`src/rtl/multicycle_alu.sv`:
```
// Execute-stage ALU with registered results, valid/ready on both sides and iterative mul/div.
// Define ALU_MULDIV_EN to build the shift-add multiplier and restoring divider (MUL/DIV states).
module multicycle_alu #(
    parameter int DATA_WIDTH = 32,
    parameter int SHAMT_W    = $clog2(DATA_WIDTH)
) (
    input  logic                  clk,
    input  logic                  resetN,
    input  logic                  inValid,
    output logic                  inReady,
    input  logic [DATA_WIDTH-1:0] operandA,
    input  logic [DATA_WIDTH-1:0] operandB,
    input  logic [3:0]            aluOp,
    output logic                  outValid,
    input  logic                  outReady,
    output logic [DATA_WIDTH-1:0] result,
    output logic                  zeroFlag,
    output logic                  carryFlag,
    output logic                  overflowFlag,
    output logic                  divZeroFlag,
    output logic                  illegalOpFlag,
    output logic                  busy
);
    localparam int DW = DATA_WIDTH;

    localparam logic [3:0] OP_ADD = 4'b0000;
    localparam logic [3:0] OP_SUB = 4'b0001;
    localparam logic [3:0] OP_AND = 4'b0010;
    localparam logic [3:0] OP_OR  = 4'b0011;
    localparam logic [3:0] OP_XOR = 4'b0100;
    localparam logic [3:0] OP_SLT = 4'b0101;
    localparam logic [3:0] OP_SLL = 4'b0110;
    localparam logic [3:0] OP_SRL = 4'b0111;
    localparam logic [3:0] OP_SRA = 4'b1000;

`ifdef ALU_MULDIV_EN
    localparam logic [3:0] OP_MUL   = 4'b1001;
    localparam logic [3:0] OP_MULHU = 4'b1010;
    localparam logic [3:0] OP_DIVU  = 4'b1011;
    localparam logic [3:0] OP_REMU  = 4'b1100;
    localparam int         CNT_W    = $clog2(DW);

    typedef enum logic [1:0] {ST_IDLE, ST_MUL, ST_DIV, ST_DONE} state_t;
`else
    typedef enum logic [1:0] {ST_IDLE, ST_DONE} state_t;
`endif

    state_t          state_q;
    logic [DW-1:0]   result_q;
    logic            zero_q, carry_q, ovf_q, dz_q, ill_q;

    logic            accept;
    logic [DW:0]     add_full;
    logic [DW-1:0]   sub_res;
    logic signed [DW-1:0] sra_res;
    logic [SHAMT_W-1:0]   shamt;
    logic [DW-1:0]   sc_res;
    logic            sc_carry, sc_ovf, sc_dz, sc_ill;

    assign inReady  = (state_q == ST_IDLE) || ((state_q == ST_DONE) && outReady);
    assign accept   = inValid && inReady;
    assign outValid = (state_q == ST_DONE);

    assign add_full = {1'b0, operandA} + {1'b0, operandB};
    assign sub_res  = operandA - operandB;
    assign shamt    = operandB[SHAMT_W-1:0];
    assign sra_res  = $signed(operandA) >>> shamt;

    // Ops that finish on the accept edge, including divide-by-zero which needs no iteration.
    always_comb begin
        sc_res   = '0;
        sc_carry = 1'b0;
        sc_ovf   = 1'b0;
        sc_dz    = 1'b0;
        sc_ill   = 1'b0;
        case (aluOp)
            OP_ADD: begin
                sc_res   = add_full[DW-1:0];
                sc_carry = add_full[DW];
                sc_ovf   = (operandA[DW-1] == operandB[DW-1]) && (add_full[DW-1] != operandA[DW-1]);
            end
            OP_SUB: begin
                sc_res   = sub_res;
                sc_carry = operandA < operandB;
                sc_ovf   = (operandA[DW-1] != operandB[DW-1]) && (sub_res[DW-1] != operandA[DW-1]);
            end
            OP_AND: sc_res = operandA & operandB;
            OP_OR:  sc_res = operandA | operandB;
            OP_XOR: sc_res = operandA ^ operandB;
            OP_SLT: sc_res = {{(DW-1){1'b0}}, $signed(operandA) < $signed(operandB)};
            OP_SLL: sc_res = operandA << shamt;
            OP_SRL: sc_res = operandA >> shamt;
            OP_SRA: sc_res = sra_res;
`ifdef ALU_MULDIV_EN
            OP_DIVU: begin
                sc_res = '1;
                sc_dz  = 1'b1;
            end
            OP_REMU: begin
                sc_res = operandA;
                sc_dz  = 1'b1;
            end
`endif
            default: sc_ill = 1'b1;
        endcase
    end

`ifdef ALU_MULDIV_EN
    // acc_q holds {hi, lo}: product/multiplier for MUL, remainder/quotient for DIV.
    logic [2*DW-1:0] acc_q;
    logic [DW-1:0]   opnd_q;
    logic            hi_sel_q;
    logic [CNT_W-1:0] cnt_q;

    logic [DW:0]     mul_sum;
    logic [2*DW-1:0] mul_acc_d;
    logic [DW:0]     rem_shift;
    logic [DW:0]     trial;
    logic [2*DW-1:0] div_acc_d;
    logic [DW-1:0]   mul_res, div_res;
    logic            is_mul, is_div, last_iter;

    assign mul_sum   = {1'b0, acc_q[2*DW-1:DW]} + (acc_q[0] ? {1'b0, opnd_q} : '0);
    assign mul_acc_d = {mul_sum, acc_q[DW-1:1]};
    assign rem_shift = {acc_q[2*DW-1:DW], acc_q[DW-1]};
    assign trial     = rem_shift - {1'b0, opnd_q};
    assign div_acc_d = trial[DW] ? {rem_shift[DW-1:0], acc_q[DW-2:0], 1'b0}
                                 : {trial[DW-1:0],     acc_q[DW-2:0], 1'b1};
    assign mul_res   = hi_sel_q ? mul_acc_d[2*DW-1:DW] : mul_acc_d[DW-1:0];
    assign div_res   = hi_sel_q ? div_acc_d[2*DW-1:DW] : div_acc_d[DW-1:0];
    assign is_mul    = (aluOp == OP_MUL) || (aluOp == OP_MULHU);
    assign is_div    = (aluOp == OP_DIVU) || (aluOp == OP_REMU);
    assign last_iter = (cnt_q == CNT_W'(DW - 1));
    assign busy      = (state_q == ST_MUL) || (state_q == ST_DIV);
`else
    assign busy      = 1'b0;
`endif

    always_ff @(posedge clk or negedge resetN) begin
        if (!resetN) begin
            state_q  <= ST_IDLE;
            result_q <= '0;
            zero_q   <= 1'b0;
            carry_q  <= 1'b0;
            ovf_q    <= 1'b0;
            dz_q     <= 1'b0;
            ill_q    <= 1'b0;
`ifdef ALU_MULDIV_EN
            acc_q    <= '0;
            opnd_q   <= '0;
            hi_sel_q <= 1'b0;
            cnt_q    <= '0;
`endif
        end else if (accept) begin
`ifdef ALU_MULDIV_EN
            if (is_mul) begin
                state_q  <= ST_MUL;
                acc_q    <= {{DW{1'b0}}, operandB};
                opnd_q   <= operandA;
                hi_sel_q <= (aluOp == OP_MULHU);
                cnt_q    <= '0;
            end else if (is_div && (operandB != '0)) begin
                state_q  <= ST_DIV;
                acc_q    <= {{DW{1'b0}}, operandA};
                opnd_q   <= operandB;
                hi_sel_q <= (aluOp == OP_REMU);
                cnt_q    <= '0;
            end else
`endif
            begin
                state_q  <= ST_DONE;
                result_q <= sc_res;
                zero_q   <= (sc_res == '0);
                carry_q  <= sc_carry;
                ovf_q    <= sc_ovf;
                dz_q     <= sc_dz;
                ill_q    <= sc_ill;
            end
        end else begin
            case (state_q)
`ifdef ALU_MULDIV_EN
                ST_MUL: begin
                    acc_q <= mul_acc_d;
                    cnt_q <= cnt_q + CNT_W'(1);
                    if (last_iter) begin
                        state_q  <= ST_DONE;
                        result_q <= mul_res;
                        zero_q   <= (mul_res == '0);
                        carry_q  <= 1'b0;
                        ovf_q    <= !hi_sel_q && (mul_acc_d[2*DW-1:DW] != '0);
                        dz_q     <= 1'b0;
                        ill_q    <= 1'b0;
                    end
                end
                ST_DIV: begin
                    acc_q <= div_acc_d;
                    cnt_q <= cnt_q + CNT_W'(1);
                    if (last_iter) begin
                        state_q  <= ST_DONE;
                        result_q <= div_res;
                        zero_q   <= (div_res == '0);
                        carry_q  <= 1'b0;
                        ovf_q    <= 1'b0;
                        dz_q     <= 1'b0;
                        ill_q    <= 1'b0;
                    end
                end
`endif
                ST_DONE: if (outReady) state_q <= ST_IDLE;
                default: ;
            endcase
        end
    end

    assign result        = result_q;
    assign zeroFlag      = zero_q;
    assign carryFlag     = carry_q;
    assign overflowFlag  = ovf_q;
    assign divZeroFlag   = dz_q;
    assign illegalOpFlag = ill_q;
endmodule
```
`config.mk`:
```
export PLATFORM = sky130hd
export DESIGN_NAME = multicycle_alu
export DESIGN_NICKNAME = d
export VERILOG_FILES = /design/src/rtl/multicycle_alu.sv
export SDC_FILE = /design/constraint.sdc
export NUM_CORES = 1
export LEC_CHECK = 0
export BUFFER_PORTS_ARGS = -buffer_cell sky130_fd_sc_hd__buf_2
export CAP_MARGIN = 10
export CORE_MARGIN = 5
export CORE_UTILIZATION = 56
export DETAILED_ROUTE_END_ITERATION = 8
export PLACE_DENSITY = 0.79
export REMOVE_ABC_BUFFERS = 1
export SLEW_MARGIN = 15
export SYNTH_ARGS = -nofsm -noshare
export SYNTH_HDL_FRONTEND = slang
export SYNTH_SLANG_ARGS = --single-unit
```
`constraint.sdc`:
```
create_clock -name clk -period 2.8 [get_ports clk]
set_input_delay 0.56 -clock clk [delete_from_list [all_inputs] [get_ports clk]]
set_output_delay 0.56 -clock clk [all_outputs]
set_load 0.03 [all_outputs]
```
==> reports/results.tsv, run 1 <==
metric	value	unit
outcome	stopped before the end	
halt point of the flow	global routing	
Err	[ERROR GRT-0116] Global routing finished with congestion. Check the congestion regions in the DRC Viewer.	
DP Area	0.01570	sq mm
Die Wd	149.3	um
Max Root-Sink Buffers	2	
Seq cells post-synth	37	
Mapped Area	0.01086	sq mm
Total GRT Usage	0.7729	
Sink Count	37	
Avg Cell Area, Syn	7.308	sq um
routability cong.	1.286	
starting density of the core	0.5635	
Cells after Synth	1486	
Root Driver	clkbuf_16	
Post-synth EDFFs	0	
Seq/Total Area, Yosys	0.08526	
Inst Count DP	2325	
yosys warns	0	
Die Y	149.3	um
unique cell type count in the Yosys netlist	88	
CTS Hold Bufs	0	
global route overflow	66	
Max H-tree Level	2	
dominant synthesized flop cell	dfrtp_1	
vias in the first global route	21540	
Post-DP HPWL	45730	um
Post-synth ARST share	1.000	
Rows	51	
Top Ports	112	
Buffers on Ports	109	
largest net degree at the start of global routing	67	
first-pass GRT wire length	131700	um
CTS buffer count	5	
==> synth_stat cells, types with 18 or more instances <==
cell type	instances	area (sq um)
a21oi_1	127	635.6
dfrtp_1	37	925.9
clkbuf_1	73	274.0
o31ai_1	21	157.7
o211ai_1	19	142.6
a21o_1	26	195.2
nand2_1	153	574.3
mux2i_1	52	520.5
inv_1	106	397.9
o22ai_1	18	112.6
a211oi_1	23	172.7
a22oi_1	18	135.1
nor2_1	112	420.4
o221ai_1	20	175.2
ha_1	97	1214
mux4_2	38	855.8
o21ai_0	97	485.5
nand3_1	38	190.2
nor3_1	34	170.2
mux2_2	41	461.7
==> cells by family after synthesis <==
kind of cell             Yosys count  share of synthesized area
AO/OA/AOI/OAI                    541                     0.3436
XOR/XNOR                           5                   0.004033
adder cells (fa/ha/maj)           99                     0.1155
multiplexers                     133                     0.1731
flip-flops                        37                    0.08526
other                              1                  0.0003453
buffers and inverters            220                    0.08284
AND/OR/NAND/NOR                  450                     0.1954
==> routing by layer <==
metal	GRT overflow	track usage
met1	3	0.7724
met2	34	0.9047
met5	0	0.4000
met4	28	0.7593
met3	1	0.6554
==> timing repair <==
| action | in CTS |
|---|---|
| hold endpoints to repair | 0 |
| setup endpoints to repair | 29 |
| resized for setup | 284 |
| pin swaps | 69 |
| buffers inserted | 36 |
| gates cloned | 3 |
==> stage by stage <==
stage                     setup slack (ns)  TNS, ns    util
after floorplan                     -1.600   -31.76       -
after global placement              -1.620   -22.64  0.8146
after detailed placement            -1.789   -27.47  0.8146
after CTS                          -0.8113   -6.332  0.9066
==> run 2, diff against run 1 <==
- CORE_UTILIZATION: 56 -> 40
- PLACE_DENSITY: 0.79 -> default
- PLACE_DENSITY_LB_ADDON: default -> 0.15
- clock period: 2.8 -> 3.64 ns (I/O delays scaled with it)
==> reports/results.tsv, run 2 <==
metric	value	unit	change
outcome	finished, violations left		was stopped before the end
violated checks	negative setup slack		
number of diodes	0		
HP Class	reg2reg		
Syn-to-layout area delta	57.38	%	
Worst-path clk slew	0.08	ns	
global route overflow	0		
min cycle time layout	3.861	ns	
unrepaired setup endpoints after global routing	true		
core area	0.02688	sq mm	
Root Driver	clkbuf_16		unchanged
crit-path max FO	15		
WHS	0.4746	ns	
Inst Count DP	2407		was 2325
Die Y	174.8	um	was 149.3 um
WHS Path Cells	1		
initial DRC count	2071		
Seq cells post-synth	37		unchanged
PwrDens	228.0	mW/mm^2	
Final period util	1.061		
dominant synthesized flop cell	dfrtp_1		unchanged
Power, Total	0.003896	W	
final hold viol count	0		
clk_lat worst skew	0.31	ns	
initial antenna violation count	0		
CP endpoint	zeroFlag		
Final nets	2273		
worst setup margin	-0.2211	ns	
share of the synthesized area in the top cell type	0.1118		unchanged
Die Wd	174.8	um	was 149.3 um
die area	0.03054	sq mm	
most common cell after layout, fill and taps aside	buf_4		
Non-Filler Instances	2444		
Vias	15670		
largest net degree at the start of global routing	62		
Largest register FFs	32		
Rows	60		was 51
Post-synth ARST share	1.000		unchanged
WP data required	3.89	ns	
crit path kind	in2reg		
Max Root-Sink Buffers	2		unchanged
WP data arrival	4.11	ns	
Filler cells	2438		
fraction of layout cells with a size suffix above 1	0.4517		
crit path launch type	primary input		
vias in the first global route	14870		
Pleak	8.112	nW	
CTS Hold Bufs	0		unchanged
crit end category	flop		
top cell type by total area after synthesis	ha_1		unchanged
unique cell type count in the Yosys netlist	88		unchanged
Final Setup Violations	1		
Post-DP HPWL	51060	um	was 45730 um
drt wl/cell	26.18	um	
vias per inst	6.410		
CTS tree	yes		
Top Ports	112		unchanged
antenna-violating nets left	0		
Post-synth EDFFs	0		unchanged
reg2reg start	state_q[0]		
most frequent cells in the layout	buf_4 (594), nand2_1 (151), a21oi_1 (116)		
Worst-Margin Slew	1.012	ns	
Sink Count	37		unchanged
count leader, synth	nand2_1		unchanged
final wirelength	63990	um	
number of cells on the worst reg-to-reg path	11		
yosys warns	0		unchanged
Max rail drop VDD	0.0002191	V	
CTS buffer count	5		unchanged
largest cells by area after synthesis	ha_1 (11%), dfrtp_1 (8.5%), mux4_2 (7.9%)		unchanged
maxcap violations	0		
DRC viols	0		
R2R Setup Slk	0.82	ns	
area occupied by multi-input gates	0.009819	sq mm	
routability cong.	1.047		was 1.286
Slew HR	0.3254		
Total GRT Usage	0.3939		
Register Area	925.9	sq um	
Cells after Synth	1486		unchanged
starting density of the core	0.4041		was 0.5635
Max H-tree Level	2		unchanged
Worst Skew	0.01554	ns	
Post-synth top cells	nand2_1 (153), a21oi_1 (127), nor2_1 (112)		unchanged
Seq/Total Area, Yosys	0.08526		unchanged
fmax	259.0	MHz	
DRT Pass-1 Iters	9		
final core utilization	0.6359		
Buffers on Ports	109		unchanged
Avg Cell Area, Syn	7.308	sq um	unchanged
Slew Viols, Final	0		
worst r2r dst	zeroFlag		
first-pass GRT wire length	92510	um	
crit path from	operandB[0]		
Mapped Area	0.01086	sq mm	unchanged
[run 2: how the worst min path moves through the flow]
stage	from	to	slack [ns]
after floorplan	resetN	carryFlag	0.43
after detailed placement	result[7]	result[7]	0.46
final	result[7]	result[7]	0.47
after global routing	result[7]	result[7]	0.50
after CTS	result[7]	result[7]	0.48
after global placement	result[3]	result[3]	0.46
[run 2: logic make-up (layout without fill, tap and decap cells)]
kind of cell	count (synthesis)	count (layout)	share of synthesized area
xor+xnor	5	5	0.004033
fa+ha+maj	99	99	0.1155
other cells	1	2	0.0003453
mux	133	133	0.1731
compound gates	541	541	0.3436
flops	37	37	0.08526
buf+inv	220	836	0.08284
simple gates	450	450	0.1954
[run 2: per-layer routing]
metal / track usage / up-vias / wire length, um
met5: 0 / - / 0
met4: 0.1604 / 0 / 3302
met3: 0.08113 / 197 / 7015
met2: 0.6059 / 1079 / 27560
met1: 0.5397 / 7521 / 26110
li1: - / 6869 / -
[run 2: power by group]
| part | internal (W) | switching, W |
|---|---|---|
| combinational | 0.00129 | 0.00160 |
| sequential | 0.000483 | 0.0000347 |
| clock | 0.000257 | 0.000232 |
[run 2: final cells by class]
cell class / instances / share of cell area
sequential: 37 / 0.05418
clock buffer: 5 / 0.007321
clock inverter: 3 / 0.001318
tap: 341 / 0.02497
multi-input combinational: 1230 / 0.5746
timing repair buffer: 721 / 0.3137
inverter: 107 / 0.02394
[run 2: what timing repair did]
item / in CTS / in global routing
setup buffers: 13 / 15
pin swaps: 34 / 28
gates cloned: 0 / 1
resized for setup: 96 / 98
setup endpoints to repair: 10 / 15
endpoints found under the hold margin: 0 / 0
[run 2: through the flow]
step | area [sq um] | setup slack (ns) | setup TNS (ns)
3_5_place_dp | 15830 | -1.088 | -7.497
2_1_floorplan | 10360 | -0.9278 | -8.974
4_1_cts | 16490 | -0.1797 | -0.1797
5_1_grt | 17090 | -0.3594 | -0.5386
6_report | 17090 | -0.2211 | -0.2211
3_3_place_gp | 15830 | -0.9256 | -6.769
[run 2: critical path, stage by stage]
cell and delay [ns]:
buf_12 0.11, buf_12 0.14, buf_12 0.17, buf_4 0.15, mux2_2 0.37, mux2i_1 0.14, buf_4 0.13, buf_4 0.10
mux4_2 0.28, o21ai_0 0.17, a211o_1 0.38, nor3_1 0.29, nand4_1 0.35, nor4_4 0.32, nand3_2 0.10, o21ai_1 0.14
No activity file was read; power rests on OpenSTA's default activity.
